### src/rtl/diff_window_capture.sv
// diff_window_capture: stores |cur - prev| for every pixel of an armed WIN x WIN
// window and presents the finished window as a flat bus with a valid/ack handshake.
module diff_window_capture #(
    parameter int WIN      = 11,
    parameter int PIX_W    = 8,
    parameter int H_ACTIVE = 640,
    parameter int V_ACTIVE = 480
) (
    input  logic                       clk,
    input  logic                       rst,
    input  logic                       frame_start_i,
    input  logic                       pix_valid_i,
    input  logic [9:0]                 pix_x_i,
    input  logic [9:0]                 pix_y_i,
    input  logic [PIX_W-1:0]           cur_pix_i,
    input  logic [PIX_W-1:0]           prev_pix_i,
    input  logic                       arm_i,
    input  logic [9:0]                 org_x_i,
    input  logic [9:0]                 org_y_i,
    input  logic                       window_ack_i,
    output logic                       window_valid_o,
    output logic [WIN*WIN*PIX_W-1:0]   diff_flat_o,
    output logic                       busy_o,
    output logic                       org_err_o,
    output logic [6:0]                 capt_cnt_o
);

    // state    | meaning
    // IDLE     | no capture requested
    // WAIT_SOF | origin latched, waiting for frame_start
    // CAPTURE  | storing in-window differences
    // HOLD     | window complete, waiting for window_ack
    typedef enum logic [1:0] {IDLE, WAIT_SOF, CAPTURE, HOLD} state_t;

    localparam int N     = WIN * WIN;
    localparam int IDX_W = $clog2(N);

    state_t           state_q, state_d;
    logic [9:0]       ox_q, ox_d, oy_q, oy_d;
    logic [6:0]       cnt_q, cnt_d;
    logic             err_q, err_d;
    logic [PIX_W-1:0] diff_q [N];

    logic [10:0]      rel_x, rel_y;
    logic             org_ok, in_win, corner, wr_en;
    logic [IDX_W-1:0] wr_idx;
    logic [PIX_W-1:0] abs_diff;

    assign org_ok = ({1'b0, org_x_i} + 11'(WIN) <= 11'(H_ACTIVE)) &&
                    ({1'b0, org_y_i} + 11'(WIN) <= 11'(V_ACTIVE));

    // Unsigned 11-bit offsets: beats left of / above the origin wrap to large values.
    assign rel_x    = {1'b0, pix_x_i} - {1'b0, ox_q};
    assign rel_y    = {1'b0, pix_y_i} - {1'b0, oy_q};
    assign in_win   = pix_valid_i && (rel_x < 11'(WIN)) && (rel_y < 11'(WIN));
    assign corner   = (rel_x == 11'(WIN - 1)) && (rel_y == 11'(WIN - 1));
    assign wr_idx   = IDX_W'(32'(rel_y) * WIN + 32'(rel_x));
    assign abs_diff = (cur_pix_i >= prev_pix_i) ? (cur_pix_i - prev_pix_i)
                                                : (prev_pix_i - cur_pix_i);

    always_comb begin
        state_d = state_q;
        ox_d    = ox_q;
        oy_d    = oy_q;
        cnt_d   = cnt_q;
        err_d   = 1'b0;
        wr_en   = 1'b0;
        case (state_q)
            IDLE: begin
                if (arm_i) begin
                    if (org_ok) begin
                        ox_d    = org_x_i;
                        oy_d    = org_y_i;
                        state_d = WAIT_SOF;
                    end else begin
                        err_d = 1'b1;
                    end
                end
            end
            WAIT_SOF: begin
                if (frame_start_i) begin
                    state_d = CAPTURE;
                    cnt_d   = '0;
                end
            end
            CAPTURE: begin
                if (frame_start_i) begin
                    cnt_d = '0;
                end else if (in_win) begin
                    wr_en = 1'b1;
                    cnt_d = cnt_q + 7'd1;
                    if (corner) state_d = HOLD;
                end
            end
            HOLD: begin
                if (window_ack_i) begin
                    state_d = IDLE;
                    if (arm_i) begin
                        if (org_ok) begin
                            ox_d    = org_x_i;
                            oy_d    = org_y_i;
                            state_d = WAIT_SOF;
                        end else begin
                            err_d = 1'b1;
                        end
                    end
                end
            end
            default: state_d = IDLE;
        endcase
    end

    always_ff @(posedge clk) begin
        if (rst) begin
            state_q <= IDLE;
            ox_q    <= '0;
            oy_q    <= '0;
            cnt_q   <= '0;
            err_q   <= 1'b0;
        end else begin
            state_q <= state_d;
            ox_q    <= ox_d;
            oy_q    <= oy_d;
            cnt_q   <= cnt_d;
            err_q   <= err_d;
        end
    end

    always_ff @(posedge clk) begin
        if (rst) begin
            for (int i = 0; i < N; i++) diff_q[i] <= '0;
        end else if (wr_en) begin
            diff_q[wr_idx] <= abs_diff;
        end
    end

    for (genvar g = 0; g < N; g++) begin : g_flat
        assign diff_flat_o[g*PIX_W +: PIX_W] = diff_q[g];
    end

    assign window_valid_o = (state_q == HOLD);
    assign busy_o         = (state_q == WAIT_SOF) || (state_q == CAPTURE);
    assign org_err_o      = err_q;
    assign capt_cnt_o     = cnt_q;

endmodule

### config.mk
export PLATFORM = sky130hd
export DESIGN_NAME = diff_window_capture
export DESIGN_NICKNAME = d
export VERILOG_FILES = /design/src/rtl/diff_window_capture.sv
export SDC_FILE = /design/constraint.sdc
export NUM_CORES = 1
export LEC_CHECK = 0
export BUFFER_PORTS_ARGS = -buffer_cell sky130_fd_sc_hd__buf_2
export CORE_AREA = 2 2 409 411
export DETAILED_ROUTE_END_ITERATION = 10
export DIE_AREA = 0 0 411 413
export HOLD_SLACK_MARGIN = 0.05
export SKIP_CTS_REPAIR_TIMING = 1
export SYNTH_ARGS = -nofsm -noshare
export SYNTH_HDL_FRONTEND = slang
export SYNTH_SLANG_ARGS = --single-unit
### constraint.sdc
create_clock -name clk -period 6.8 [get_ports clk]
set_input_delay 0.68 -clock clk [delete_from_list [all_inputs] [get_ports clk]]
set_output_delay 0.68 -clock clk [all_outputs]
set_load 0.03 [all_outputs]
==> results of run 1 <==
report_power, final:
group / switching, µW / leakage (µW) / total [µW] / internal, µW
combinational: 5400 / 0.00841 / 7010 / 1610
clock: 2600 / 0.00174 / 6040 / 3440
sequential: 102 / 0.0102 / 7030 / 6930
total: 8100 / 0.0204 / 20100 / 12000
metrics by stage:
stage	cell area, µm²	TNS [ps]	cells	hold WS (ps)	total power (µW)
6_report	53140	0	6381	155.7	20080
5_1_grt	53110	0	6370	135.1	20820
4_1_cts	53100	0	6366	70.08	20290
3_5_place_dp	49500	-536.6	6166	440.9	14280
3_3_place_gp	49500	-850.9	6166	433.2	14210
2_1_floorplan	40320	0	2966	424.7	10790
sequential cells by signal (all words and copies together), names as in the netlist:
name        flops
org_err_o       1
state_q         2
capt_cnt_o      7
oy_q           10
diff_q        968
ox_q           10
critical path, delay by kind of cell, from the launching register on:
kind	cells	cell delay, ps
buffers and inverters	6	970
xor gates and xnor gates	1	540
AOI/OAI and AO/OA	3	750
DFF	1	370
adders and majority gates	6	2330
and+or+nand+nor	3	900
cells by family after synthesis:
group           after synthesis  share of synthesized area [%]
compound gates              235                          4.313
simple gates               1234                          14.65
xor+xnor                     26                         0.6733
buf+inv                     381                          3.866
mux                          24                         0.6020
fa+ha+maj                    68                          2.315
flops                       998                          73.58
worst min-delay path by stage:
| stage | from | end | slack [ps] | cells past startpoint |
|---|---|---|---|---|
| 3_3_place_gp | oy_q[9] | oy_q[9] | 430 | 2 |
| 5_1_grt | org_x_i[0] | ox_q[0] | 140 | 3 |
| 4_1_cts | org_x_i[0] | ox_q[0] | 70 | 3 |
| 2_1_floorplan | oy_q[9] | oy_q[9] | 420 | 2 |
| 3_5_place_dp | oy_q[9] | oy_q[9] | 440 | 2 |
| 6_report | org_x_i[0] | ox_q[0] | 160 | 3 |
final cells by class:
type	instances	area, µm²
Timing Repair Buffer	1301	7386
Fill cell	16654	112800
Inverter	76	285.3
Antenna cell	15	37.54
Sequential cell	998	29670
Tap cell	2204	2758
Clock buffer	137	2841
Clock inverter	63	758.2
Multi-Input combinational cell	1587	9402
per-layer routing:
layer,global-route usage [%],wire length (µm),vias up
met3,5.599,19030,362
met2,35.19,90510,2036
li1,-,-,12874
met5,0,34,-
met4,8.842,7420,4
met1,26.92,73770,15478
cell usage after synthesis, drive strengths merged, types with 3 or more instances:
| cell | instances | share of area (%) |
|---|---|---|
| inv | 76 | 0.71 |
| o21a | 7 | 0.13 |
| and3 | 5 | 0.090 |
| a21o | 13 | 0.24 |
| a22oi | 3 | 0.056 |
| a221oi | 3 | 0.081 |
| nor4 | 4 | 0.093 |
| o21ai | 19 | 0.24 |
| nand2 | 55 | 0.57 |
| clkbuf | 193 | 1.8 |
| nor2 | 530 | 5.0 |
| nor3b | 4 | 0.074 |
| nor2b | 11 | 0.17 |
| nand3 | 25 | 0.37 |
| edfxtp | 968 | 72 |
| nand2b | 16 | 0.25 |
| a2111oi | 3 | 0.065 |
| xnor2 | 13 | 0.32 |
| buf | 112 | 1.4 |
| a211oi | 14 | 0.27 |
| nand4 | 3 | 0.047 |
| o21bai | 121 | 2.3 |
| nor3 | 504 | 6.7 |
| a21oi | 21 | 0.29 |
| and2 | 4 | 0.062 |
| xor2 | 12 | 0.30 |
| o211ai | 4 | 0.074 |
| ha | 57 | 1.8 |
| or3 | 8 | 0.12 |
| fa | 11 | 0.55 |
| mux2i | 22 | 0.55 |
| or2 | 52 | 0.81 |
| dfxtp | 30 | 1.5 |
==> metrics, run 1 <==
Initial Util 24.30%; most frequent cells in the layout buf_2, edfxtp_1, nor2_1; drt wl/cell 29.90 µm; # DRC 0; Final Net Count 4,201; Yosys warnings 0; TritonCTS Buffers 107; io pins 1,040; Critical R2R Launch oy_q[0]; Die ar. 169,700 µm²; final hold viol count 0; largest net degree at the start of global routing 92; Reg2Reg Depth 19; Yosys cell types 82; Post-Route WL 190,800 µm; 1st-pass router iterations 6; Pwr Density 378.0 nW/µm²; CTS max path bufs 3; CP endpoint diff_q[49][0]; Worst-Skew Late Latency 780 ps; ys flop type edfxtp_1; maximum vdd drop 0.5024 mV; GRT Residual Overflow 0; Post-Place Setup Slack -26.81 ps; max-cap violations 0; Synth Cell Area 40,320 µm²; Via Count 30,754; Final Worst Setup Slack 620.1 ps; Final Core Density 32.03%; root buf cell clkbuf_16; I/O Buffers 1,039; number of synthesized flops with an enable pin 968; Max Clk Rate 0.1618 GHz; Clock Skews 48.36 ps; cells along the critical path ha_1, inv_1, fa_1, a21o_1, a211oi_1, nor2_1, ha_1, fa_1, inv_1, fa_1, inv_1, ha_1, xnor2_1, buf_4, and3_1, nand2_1, buf_4, o21bai_1, buf_4; Pleak 0.02038 µW; Reg clk slew, reported paths 70 ps; DP HPWL 138,500 µm; CP arrival 6620 ps; final setup vio count 0; number of global-route vias before repair 29,457; share of layout cells above drive strength 1 38.42%; Final Max Slew Viols 0; RSZ-0062 raised after global routing false; status complete, no violations; #FFs+latches synth 998; Mapped Nets 3,096; Worst Tran Pin Value 1197 ps; # rows 150; minimum period implied by the final worst setup slack 6180 ps; slowest library cell on the worst path fa_1; Crit. Startpoint oy_q[0]; Critical Path Start Type flip-flop; commonest non-fill, non-tap cell in the layout buf_2; first-pass GRT wire length 249,600 µm; r2r setup slk 620 ps; TritonCTS Sinks 998; routability cong. 0.8961; Hold Path Class primary input to flip-flop; sequential share of the synthesized area 73.58%; drt first-iter violations 3,412; Synth Area per Inst 13.59 µm²; initial antenna violation count 25; CP peak stage delay 550 ps; CORE AREA 165,900 µm²; clock tree from TritonCTS built; DRT antenna net count 0; Rel. slew slack 20.22%; CP endpoint kind flip-flop; ys async rst share 0%; Total GRT Usage 21.50%; kind of critical path flip-flop to flip-flop; vias per cell 4.820; CP required 7240 ps; reg2reg end diff_q[49][0]; synthesized instance count 2,966; synth-to-layout area growth 31.78%; Period Utilization, post-route 90.88%; chip width 411 µm; crit path max fanout 40; H-tree depth 3; Die Span Y 413 µm
Note: power is estimated with default switching activity, not from simulation.
==> run 2: changes to the inputs <==
Settings changed: CORE_AREA 2 2 409 411 to 2 2 408 410, CTS_BUF_LIST from default to sky130_fd_sc_hd__clkbuf_16, DIE_AREA 0 0 411 413 to 0 0 410 412.
==> metrics, run 2 (synthesis gave the netlist of run 1 again) <==
status complete, no violations; root buf cell clkbuf_16; Die Span Y 412 µm (-0.24%); TritonCTS Sinks 998 (unchanged); Final Power 19,730 µW (-1.8%); final hold viol count 0 (unchanged); # rows 149 (-0.67%); Largest Register diff_q; hold depth 3 (unchanged); Final Max Slew Viols 0 (unchanged); crit path max fanout 41 (+2.5%); clock tree from TritonCTS built; routability cong. 0.8561 (-4.5%); Clock Skews 65.26 ps (+16.90 ps); drt first-iter violations 3,300 (-3.3%); Rel. slew slack 13.28% (-6.9 points); CP endpoint kind flip-flop; Pleak 0.02041 µW (+0.11%); max-cap violations 0 (unchanged); Final Worst Setup Slack 546.5 ps (-73.64 ps); Pwr Density 373.0 nW/µm² (-1.3%); Critical R2R Launch oy_q[0]; chip width 410 µm (-0.24%); met3 WL post-DR 17,290 µm (-9.1%); initial antenna violation count 14 (-44%); Post-Route WL 183,800 µm (-3.6%); min-delay src org_x_i[9]; Worst-Skew Late Latency 750 ps (-30 ps); CORE AREA 164,200 µm² (-1.0%); share of layout cells above drive strength 1 38.42% (about the same); Regs by FF count diff_q (968), ox_q (10), oy_q (10); Met2 Wirelength 88,580 µm (-2.1%); largest net degree at the start of global routing 122 (+33%); Die ar. 168,900 µm² (-0.48%); Hold Worst Slack 200.5 ps (+44.78 ps); reg2reg end diff_q[93][6]; number of global-route vias before repair 29,447 (-0.034%); max reg flops 968 (unchanged); vias per cell 4.779 (-0.85%); io pins 1,040 (unchanged); RSZ-0062 raised after global routing false; synth-to-layout area growth 31.19%; Reg clk slew, reported paths 60 ps (about the same); first-pass GRT wire length 243,900 µm (-2.3%); DRT antenna net count 0 (unchanged); Hold Path Class primary input to flip-flop; CP arrival 6700 ps (+80 ps); H-tree depth 3 (unchanged); most frequent cells in the layout buf_2, edfxtp_1, nor2_1; DP HPWL 133,900 µm (-3.4%); Max Clk Rate 0.1599 GHz (-1.2%); Post-Place Setup Slack -507.0 ps (-480.2 ps); CP required 7250 ps (about the same); CTS max path bufs 3 (unchanged); DR top layer met4; # DRC 0 (unchanged); minimum period implied by the final worst setup slack 6254 ps (+73.64 ps); fin cells 6,361 (-0.31%); r2r setup slk 550 ps (-70 ps); drt wl/cell 28.90 µm (-3.3%); Critical Path Start Type flip-flop; 1st-pass router iterations 5 (-1); GRT Residual Overflow 0 (unchanged); final setup vio count 0 (unchanged); M1 WL 70,920 µm (-3.9%); Period Utilization, post-route 91.96% (+1.1 points); Final Net Count 4,203 (+0.048%); Hold EP ox_q[9]; Cells after DPL 6,154 (-0.19%); Via Count 30,397 (-1.2%); TritonCTS Buffers 106 (-0.93%); Worst Tran Pin Value 1301 ps (+104.2 ps); Total GRT Usage 20.90% (-0.60 points); kind of critical path flip-flop to flip-flop; I/O Buffers 1,039 (unchanged); maximum vdd drop 0.4556 mV (-9.3%); Initial Util 24.55% (+0.25 points); commonest non-fill, non-tap cell in the layout buf_2; Reg2Reg Depth 17 (-2)
-- run 2: how the worst max path moves through the flow --
stage,startpoint,to,slack [ps],cells past startpoint
2_1_floorplan,pix_y_i[0],diff_q[64][0],1090,21
4_1_cts,oy_q[0],diff_q[86][0],120,19
3_5_place_dp,pix_y_i[0],diff_q[86][5],-510,21
3_3_place_gp,pix_y_i[0],diff_q[86][6],-670,21
6_report,oy_q[0],diff_q[93][6],550,17
5_1_grt,oy_q[0],diff_q[93][6],70,17
-- run 2: final cells by class --
type	count	area (µm²)
fill	16384	111300
sequential	998	29670
multi-input combinational	1587	9402
timing repair buffer	1304	7383
tap	2189	2739
clock buffer	106	2653
clock inverter	93	748.2
inverter	76	285.3
antenna	8	20.02
-- run 2: metal layers --
metal	global-route usage, %	vias to the layer above
li1	-	12881
met1	26.24	15292
met2	34.76	1926
met3	5.001	298
met4	8.031	0
met5	0	-
-- run 2: worst max-delay path: stages (launching register included) --
cell	delay [ps]
dfxtp_1	350
ha_1	180
inv_1	60
fa_1	410
xor2_1	450
ha_1	240
inv_1	50
fa_1	480
fa_1	540
inv_1	40
ha_1	320
xnor2_1	540
and2_1	280
nor2b_1	730
nand2_2	80
buf_4	300
o21bai_1	530
buf_4	340
-- run 2: where the power goes --
part | total, µW | internal [µW] | leakage (µW) | switching [µW]
clock network | 5680 | 3090 | 0.00175 | 2580
registers | 7030 | 6930 | 0.0102 | 93.6
logic | 7030 | 1500 | 0.00842 | 5530
total | 19700 | 11500 | 0.0204 | 8210
-- run 2: per-stage QoR --
| stage | TNS [ps] | util, % | area (µm²) |
|---|---|---|---|
| finish | 0 | 32.21 | 52900 |
| global route | 0 | 32.20 | 52880 |
| CTS | 0 | 32.19 | 52870 |
| detailed placement | -24040 | 30.12 | 49470 |
| global placement | -51720 | 30.12 | 49470 |
| floorplan | 0 | - | 40320 |
==> run 3: changes to the inputs <==
Settings changed: ABC_AREA from default to 1, CORE_AREA 2 2 408 410 to 2 2 409 411, DIE_AREA 0 0 410 412 to 0 0 411 413.
==> metrics, run 3 <==
maximum vdd drop 0.5817 mV (+28%); Post-Place Cell Area 48,390 µm² (-2.2%); io pins 1,040 (unchanged); drt wl/cell 24.01 µm (-17%); CP required 7180 ps (-70 ps); area of the multi-input gates 9600 µm² (+2.1%); max-cap violations 0 (unchanged); Period Utilization, post-route 89.28% (-2.7 points); Post-Synth Simple-Gate Area 19.45% (+4.8 points); Total GRT Usage 17.03% (-3.9 points); met3 usage 4.777% (-0.22 points); most frequent cells in the layout buf_2, nor2_1, edfxtp_1; Reg clk slew, reported paths 60 ps (about the same); Mapped Nets 3,096 (unchanged); area leader, netlist edfxtp_1; commonest non-fill, non-tap cell in the layout buf_2; sequential power share 34.8% (-0.8 points); Combinational Power Share 37.4% (+1.8 points); clock share of power 27.9% (-0.9 points); vias per cell 4.481 (-6.2%); TritonCTS Sinks 998 (unchanged); Largest Register diff_q; GRT Residual Overflow 0 (unchanged); P_sw 8757 µW (+6.7%); Hold EP oy_q[0]; Clock Skews 33.07 ps (-32.19 ps); most used routing layer met2; synth top area cells edfxtp_1, nor2_1, nand4_4, nand2_1, nand3_4; first-pass GRT wire length 205,700 µm (-16%); sequential share of the synthesized area 73.40% (-0.18 points); RSZ-0062 raised after global routing false; Adder-Cell Fraction of Synth Area 2.309% (-0.0057 points); synth-to-layout area growth 28.01%; Final Max Slew Viols 0 (unchanged); CP arrival 6450 ps (-250 ps); Final Net Count 4,132 (-1.7%); # DRC 0 (unchanged); CTS max path bufs 3 (unchanged); 1st-pass router iterations 6 (+1); XOR/XNOR Fraction of Synth Area 0.4334% (-0.24 points); Regs by FF count diff_q (968), ox_q (10), oy_q (10); Die Span Y 413 µm (+0.24%); Critical Path Start Type flip-flop; Reg2Reg Depth 25 (+8); reg2reg end diff_q[77][0]; r2r setup slk 730 ps (+180 ps); top cells by count, synth nor2_1, edfxtp_1, nand2_1, inv_1, clkbuf_1; Max Clk Rate 0.1647 GHz (+3.0%); Critical R2R Launch oy_q[0]; final setup vio count 0 (unchanged); Synth Area per Inst 13.63 µm² (+0.25%); fill cell count 16,624 (+1.5%); GR Util met2 28.83% (-5.9 points); Die ar. 169,700 µm² (+0.49%); Worst Tran Pin Value 996.9 ps (-303.9 ps); ys async rst share 0% (unchanged); #FFs+latches synth 998 (unchanged); internal power 11,480 µW (-0.36%); number of global-route vias before repair 26,764 (-9.1%); Initial Util 24.36% (-0.19 points); Synth Cell Area 40,420 µm² (+0.25%); Hold Path Class primary input to flip-flop; root buf cell clkbuf_16; CP endpoint kind flip-flop; Post-Place Setup Slack 218.4 ps (+725.4 ps); crit path max fanout 9 (-78%); hold depth 3 (unchanged); max reg flops 968 (unchanged); Final Worst Setup Slack 728.9 ps (+182.4 ps); Via Count 28,220 (-7.2%); Yosys warnings 0 (unchanged); I/O Buffers 1,039 (unchanged); routability cong. 0.8399 (-1.9%); min-delay src org_y_i[0]; Post-Route WL 151,200 µm (-18%); Rel. slew slack 33.38% (+20 points); number of synthesized flops with an enable pin 968 (unchanged); # rows 150 (+0.67%); mux cell area share after synthesis 0.05262% (-0.55 points); Pwr Density 391.2 nW/µm² (+4.9%); top cell type's share of synthesized area 71.91% (-0.18 points); Compound-Gate Fraction of Synth Area 1.260% (-3.1 points); clock tree from TritonCTS built; CORE AREA 165,900 µm² (+1.0%); Worst-Skew Late Latency 740 ps (about the same); setup TNS 0 ps (unchanged); minimum period implied by the final worst setup slack 6071 ps (-182.4 ps); kind of critical path flip-flop to flip-flop; chip width 411 µm (+0.24%); ys flop type edfxtp_1; Yosys cell types 47 (-43%); most common cell in the netlist nor2_1; TritonCTS Buffers 104 (-1.9%); Final Cell Area 51,740 µm² (-2.2%); Final Power 20,240 µW (+2.6%); register area 29,670 µm² (unchanged); initial antenna violation count 9 (-5); drt first-iter violations 2,804 (-15%); largest net degree at the start of global routing 75 (-39%); DRT antenna net count 0 (unchanged); H-tree depth 3 (unchanged); share of layout cells above drive strength 1 34.78% (-3.6 points); met1 Usage GRT 20.59% (-5.7 points); Sw Ratio 43.27% (+1.7 points); final hold viol count 0 (unchanged); Pleak 0.02215 µW (+8.6%); status complete, no violations; synthesized instance count 2,966 (unchanged); DP HPWL 108,100 µm (-19%); largest family of logic cells by synthesized area simple AND/OR/NAND/NOR gates
-- run 3: cell types whose count changed in the layout (fill, tap and decap cells not counted), moves of 50 or more --
cell      before   now
nand4_4        0    59
nor3_1       468     7
nand2_1       33   255
o21bai_1     109     0
nand3_4        4    54
buf_4        250    34
nor2_1       526  1007
-- run 3: cells by family (layout without fill, tap and decap cells) --
kind of cell	after synthesis	in the layout
AOI/OAI and AO/OA	94	94
xor gates and xnor gates	20	20
adders and majority gates	68	68
buffers and inverters	294	1419
DFF	998	998
muxes	2	2
other	0	2
and+or+nand+nor	1490	1490
-- run 3: metrics by stage --
step           std cells  util [%]  hold slack, ps
2_1_floorplan       2966         -           427.8
5_1_grt             6297     31.19           212.2
4_1_cts             6295     31.18           149.1
3_3_place_gp        6100     29.16           435.3
6_report            6297     31.19           260.4
3_5_place_dp        6100     29.16           449.6
-- run 3: worst max path at each step --
stage	from	to	slack [ps]
floorplan	pix_y_i[0]	diff_q[101][0]	1260
global placement	pix_y_i[0]	diff_q[14][5]	200
detailed placement	pix_y_i[0]	diff_q[7][5]	220
CTS	oy_q[0]	diff_q[7][5]	620
global route	oy_q[0]	diff_q[14][3]	300
finish	oy_q[0]	diff_q[77][0]	730
-- run 3: area by class of cell --
type | count | area share (%)
Sequential cell | 998 | 57.34
Timing Repair Buffer | 1092 | 11.28
Clock buffer | 105 | 5.078
Antenna cell | 2 | 0.009672
Tap cell | 2204 | 5.329
Inverter | 132 | 1.011
Clock inverter | 90 | 1.402
Multi-Input combinational cell | 1674 | 18.55
-- run 3: power groups by stage --
stage | Sequential, µW | Combinational [µW] | Clock, µW
global placement | 7160 | 7810 | 0
global route | 7050 | 8030 | 5960
finish | 7030 | 7570 | 5640
detailed placement | 7160 | 7780 | 0
floorplan | 7570 | 4340 | 0
CTS | 7030 | 7820 | 5720
-- run 3: layer usage --
layer,part of all wire (%),wire length (µm)
met2,50,74980
met1,37,56630
met3,9.4,14220
met5,0.027,41
met4,3.5,5342
-- run 3: critical path: stages, from the launching register on --
cell and delay [ps]:
dfxtp_1 420, ha_1 180, inv_1 60, fa_1 420, or2_1 260, nand2_2 90, inv_1 80, ha_1 320
fa_1 540, inv_1 60, fa_1 530, inv_1 40, ha_1 330, nand2_1 80, inv_1 80, nand4_1 80
nand3_1 100, xor2_1 260, buf_4 180, xnor2_1 80, nand3_1 170, nand3_4 240, nor2_8 410, buf_4 230
nand4_4 130, nand2_1 340
